$ cat src/rtl/uart_byte_tx.sv
// 8N1 UART byte transmitter with trigger/enable/status/finish handshake.
// Optional even-parity bit between data and stop when UART_TX_PARITY_EN is defined.
module uart_byte_tx #(
    parameter int CLKS_PER_BIT = 10416,
    parameter int CNT_W        = 14
) (
    input  logic       sysclk,
    input  logic       reset,
    input  logic [7:0] tx_data,
    input  logic       trigger,
    input  logic       enable,
    output logic       tx,
    output logic       status,
    output logic       finish
);

`ifdef UART_TX_PARITY_EN
    typedef enum logic [2:0] {IDLE, START, DATA, PARITY, STOP} state_t;
`else
    typedef enum logic [2:0] {IDLE, START, DATA, STOP} state_t;
`endif

    localparam logic [CNT_W-1:0] LAST_CNT = CNT_W'(CLKS_PER_BIT - 1);

    state_t           state_q, state_d;
    logic [CNT_W-1:0] cnt_q, cnt_d;
    logic [2:0]       idx_q, idx_d;
    logic [7:0]       shift_q, shift_d;
    logic             tx_q, tx_d;
    logic             status_q, status_d;
    logic             finish_q, finish_d;
    logic             bit_end;
`ifdef UART_TX_PARITY_EN
    logic             par_q, par_d;
`endif

    assign bit_end = (cnt_q == LAST_CNT);

    always_ff @(posedge sysclk) begin
        if (reset) begin
            state_q  <= IDLE;
            cnt_q    <= '0;
            idx_q    <= '0;
            shift_q  <= '0;
            tx_q     <= 1'b1;
            status_q <= 1'b0;
            finish_q <= 1'b0;
`ifdef UART_TX_PARITY_EN
            par_q    <= 1'b0;
`endif
        end else begin
            state_q  <= state_d;
            cnt_q    <= cnt_d;
            idx_q    <= idx_d;
            shift_q  <= shift_d;
            tx_q     <= tx_d;
            status_q <= status_d;
            finish_q <= finish_d;
`ifdef UART_TX_PARITY_EN
            par_q    <= par_d;
`endif
        end
    end

    // Outputs are computed one cycle ahead so tx/status/finish come straight from flops.
    always_comb begin
        state_d  = state_q;
        cnt_d    = cnt_q;
        idx_d    = idx_q;
        shift_d  = shift_q;
        tx_d     = tx_q;
        status_d = status_q;
        finish_d = 1'b0;
`ifdef UART_TX_PARITY_EN
        par_d    = par_q;
`endif
        unique case (state_q)
            IDLE: begin
                tx_d     = 1'b1;
                status_d = 1'b0;
                if (trigger && enable) begin
                    shift_d  = tx_data;
                    cnt_d    = '0;
                    state_d  = START;
                    tx_d     = 1'b0;
                    status_d = 1'b1;
`ifdef UART_TX_PARITY_EN
                    par_d    = ^tx_data;
`endif
                end
            end
            START: begin
                if (bit_end) begin
                    cnt_d   = '0;
                    idx_d   = '0;
                    state_d = DATA;
                    tx_d    = shift_q[0];
                end else begin
                    cnt_d = cnt_q + CNT_W'(1);
                end
            end
            DATA: begin
                if (bit_end) begin
                    cnt_d   = '0;
                    shift_d = shift_q >> 1;
                    if (idx_q == 3'd7) begin
`ifdef UART_TX_PARITY_EN
                        state_d = PARITY;
                        tx_d    = par_q;
`else
                        state_d = STOP;
                        tx_d    = 1'b1;
`endif
                    end else begin
                        idx_d = idx_q + 3'd1;
                        tx_d  = shift_q[1];
                    end
                end else begin
                    cnt_d = cnt_q + CNT_W'(1);
                end
            end
`ifdef UART_TX_PARITY_EN
            PARITY: begin
                if (bit_end) begin
                    cnt_d   = '0;
                    state_d = STOP;
                    tx_d    = 1'b1;
                end else begin
                    cnt_d = cnt_q + CNT_W'(1);
                end
            end
`endif
            STOP: begin
                if (bit_end) begin
                    cnt_d    = '0;
                    state_d  = IDLE;
                    tx_d     = 1'b1;
                    status_d = 1'b0;
                    finish_d = 1'b1;
                end else begin
                    cnt_d = cnt_q + CNT_W'(1);
                end
            end
            default: begin
                state_d  = IDLE;
                cnt_d    = '0;
                tx_d     = 1'b1;
                status_d = 1'b0;
            end
        endcase
    end

    assign tx     = tx_q;
    assign status = status_q;
    assign finish = finish_q;

endmodule

$ cat config.mk
export PLATFORM = sky130hd
export DESIGN_NAME = uart_byte_tx
export DESIGN_NICKNAME = d
export VERILOG_FILES = /design/src/rtl/uart_byte_tx.sv
export SDC_FILE = /design/constraint.sdc
export NUM_CORES = 1
export LEC_CHECK = 0
export ABC_AREA = 1
export CAP_MARGIN = 20
export CORE_AREA = 2 2 56 58
export CTS_BUF_LIST = sky130_fd_sc_hd__clkbuf_8
export CTS_CLUSTER_SIZE = 8
export DETAILED_ROUTE_END_ITERATION = 12
export DIE_AREA = 0 0 58 60
export PLACE_DENSITY = 0.84
export SYNTH_ARGS = -nofsm -noshare
export SYNTH_HDL_FRONTEND = slang
export SYNTH_SLANG_ARGS = --single-unit
export TNS_END_PERCENT = 10
$ cat constraint.sdc
create_clock -name sysclk -period 4.85 [get_ports sysclk]
set_clock_uncertainty 0.15 [all_clocks]
set_input_delay 0.97 -clock sysclk [delete_from_list [all_inputs] [get_ports sysclk]]
set_output_delay 0.97 -clock sysclk [all_outputs]
set_load 0.01 [all_outputs]
==> results.md <==
* Nets at 296
* HPWL after DPL at 2.65 mm
* Number of endpoints failing setup at the final stage at 0
* Diodes inserted at 0
* Clk buf depth at 2
* Sort of element at the start of the critical path: input pin
* Total congestion overflow at 0
* Wirelength, routed at 3.60 mm
* Leakage Power at 0.851 nW
* Top-area cell type share of the netlist area at 33.9%
* Die extent in x at 58 um
* Initial drt markers at 59
* Most frequently used flop master after synthesis: sky130_fd_sc_hd__dfxtp_1
* Clock slew seen by the registers of the worst setup and hold paths at 0.06 ns
* First-pass DRT Iterations at 5
* Post-synthesis instance total at 258
* Vias at 1616
* Number of hold violations in the final report at 0
* Internal reg-to-reg setup slack at 2.48 ns
* CTS sink count at 30
* WL/cell at 11.6 um
* Aggregate negative setup slack at 0 ns
* Warnings, synthesis at 0
* Worst min-delay path endpoint: shift_q[7]$_SDFFE_PP0P_
* Post-Syn Area at 1770 um2
* Number of global-route vias before repair at 1512
* Cell taking the most area after synthesis: sky130_fd_sc_hd__dfxtp_1
* Gr usage total at 24.6%
* Number of placement rows at 20
* Final weighted congestion of routability-driven global placement at 0.850
* Fraction of final layout cells with drive strength greater than 1 at 14.5%
* Slew margin rel. at 58.6%
* Syn nets at 279
* Antenna violations before repair at 0
* Run status: finished, final reports clean
* Share of the clock period used by the worst path at 50.4%
* Total CTS buffers at 5
* Transition time at the pin with the least slew margin at 0.621 ns
* Die Ht at 60 um
* Top post-synthesis cells by count: sky130_fd_sc_hd__nand2_1, sky130_fd_sc_hd__nor2_1, sky130_fd_sc_hd__dfxtp_1
* HP Class: flip-flop to flip-flop
* CP Class: input pin to flip-flop
* Resized cells post-CTS at 0
* Worst hold path startpoint: shift_q[7]$_SDFFE_PP0P_
* Count of hold buffers inserted by post-cts repair at 0
* CTS tree: built
* # Max-Cap Violations at 0
* Root buffer selected by CTS: sky130_fd_sc_hd__clkbuf_8
* Pin count of the biggest net entering global routing at 16
* Flops & latches, synth at 30
* Data required time of the worst path at 4.88 ns
* ANT nets after route at 0
* Input/output buffers at 14
* Later-pin clock latency in the skew report at 0.28 ns
* Wire length of the first global-routing pass at 6.42 mm
* Area grow syn2layout at 14.0%
* Number of remaining DRC errors at 0
* Count of flip-flops with a built-in enable after synthesis at 0
* Fraction of registers with async set or reset after synthesis at 0%
* Maximum clock frequency at 409 MHz
* Core ar. at 2900 um2
* H-tree depth at 2
* Die Outline Area at 3480 um2
* Initial core utilization at 61.0%
* WHS at 0.318 ns
* Sort of element at the end of the critical path: flip-flop
* CP Data Arrival Time at 2.47 ns
* Worst R2R End: idx_q[0]$_SDFFE_PP0P_
* Sequential fraction of the synthesis area at 33.9%
* Post-synth cell types at 29
* Cells on worst reg2reg path at 8
* Setup fix buffers added after clock tree synthesis at 0
* Synthesized area divided by synthesized cell count at 6.87 um2
* Minimum clock period at 2.44 ns
* Dominant cells by area after synthesis: sky130_fd_sc_hd__dfxtp_1, sky130_fd_sc_hd__nand2_1, sky130_fd_sc_hd__nor2_1
* Final-report max-slew violation count at 0
* Total Power at 0.000927 W
* Max Fanout on Critical Path at 12
* Pwr Density at 459 nW/um2
* Detail-routed via count per cell at 5.23
* Ports at 15
* Most repeated cell in the gate-level netlist after synthesis: sky130_fd_sc_hd__nand2_1
* Hold-critical path depth at 2
* RSZ-0062 raised after global routing: no
* Beginning of the worst register-to-register path: state_q[0]$_SDFFE_PP0P_
* IR Drop Worst-Case VDD at 0.000337 V
-- flip-flops by register name, indices dropped and copies added, names as in the netlist --
| name | cells |
|---|---|
| cnt_q | 14 |
| finish | 1 |
| idx_q | 3 |
| shift_q | 8 |
| state_q | 2 |
| status | 1 |
| tx | 1 |
-- power by group --
| group | switching (W) | total [W] | internal [W] |
|---|---|---|---|
| combinational | 0.000261 | 0.000397 | 0.000136 |
| clock | 0.0000930 | 0.000205 | 0.000112 |
| sequential | 0.0000312 | 0.000325 | 0.000294 |
| total | 0.000386 | 0.000927 | 0.000542 |
-- critical path: stages --
cell	delay (ns)
sky130_fd_sc_hd__clkdlybuf4s50_1	0.48
sky130_fd_sc_hd__nand2_1	0.05
sky130_fd_sc_hd__nand2_1	0.35
sky130_fd_sc_hd__o21ai_0	0.16
sky130_fd_sc_hd__inv_1	0.14
sky130_fd_sc_hd__nand2_4	0.10
sky130_fd_sc_hd__o21ai_0	0.16
sky130_fd_sc_hd__nor2_1	0.05
-- layer usage --
metal	share of wire [%]	global-route usage, %	up-vias	routed length [um]
li1	-	-	854	-
met5	0	0	-	0
met1	44	28.6	720	1560
met3	3.8	6.49	11	137
met2	50	42.0	31	1800
met4	2.6	11.6	0	92
-- final cells by class --
class | instances | area (um2)
sequential | 30 | 601
timing repair buffer | 14 | 140
clock buffer | 6 | 82.6
multi-input combinational | 194 | 1030
inverter | 30 | 118
fill | 250 | 883
clock inverter | 2 | 8.76
tap | 33 | 41.3
-- how the worst max path moves through the flow --
stage	end	start	cells past startpoint
floorplan	cnt_q[12]$_SDFFE_PP0P_	trigger	7
global placement	shift_q[1]$_SDFFE_PP0P_	trigger	8
detailed placement	shift_q[2]$_SDFFE_PP0P_	enable	8
CTS	shift_q[3]$_SDFFE_PP0P_	enable	8
global route	shift_q[1]$_SDFFE_PP0P_	enable	8
finish	shift_q[3]$_SDFFE_PP0P_	trigger	8
-- layout by cell type (no fill, tap or decap), types with 2 or more instances in the layout --
cell	count
sky130_fd_sc_hd__nor2_2	8
sky130_fd_sc_hd__nand2_1	61
sky130_fd_sc_hd__dfxtp_1	30
sky130_fd_sc_hd__nand2_2	7
sky130_fd_sc_hd__nand4_1	6
sky130_fd_sc_hd__nor3_1	7
sky130_fd_sc_hd__nor2_1	38
sky130_fd_sc_hd__nand3_1	11
sky130_fd_sc_hd__a21oi_1	12
sky130_fd_sc_hd__inv_1	26
sky130_fd_sc_hd__o21ai_0	12
sky130_fd_sc_hd__nor3_2	4
sky130_fd_sc_hd__nand2_4	2
sky130_fd_sc_hd__xor2_1	4
sky130_fd_sc_hd__clkdlybuf4s50_1	14
sky130_fd_sc_hd__ha_1	9
sky130_fd_sc_hd__o21ai_1	3
sky130_fd_sc_hd__or2_2	2
sky130_fd_sc_hd__inv_2	4
sky130_fd_sc_hd__clkbuf_8	6
-- cell families after synthesis --
| logic type | Yosys count | synth area share [%] |
|---|---|---|
| AND/OR/NAND/NOR | 151 | 40.7 |
| XOR/XNOR | 4 | 1.98 |
| flip-flops | 30 | 33.9 |
| AO/OA/AOI/OAI | 30 | 9.04 |
| adder cells (fa/ha/maj) | 9 | 6.36 |
| buffers and inverters | 34 | 8.05 |
-- metrics by stage --
stage                     util, %  instances  setup slack [ns]  cell area (um2)
after floorplan                 -        258              2.93             1770
after global placement       66.4        301              2.16             1930
after detailed placement     66.4        301              2.10             1930
after CTS                    69.6        309              2.41             2020
after global routing         69.6        309              2.20             2020
final                        69.6        309              2.41             2020
No activity file was read; power rests on OpenSTA's default activity.
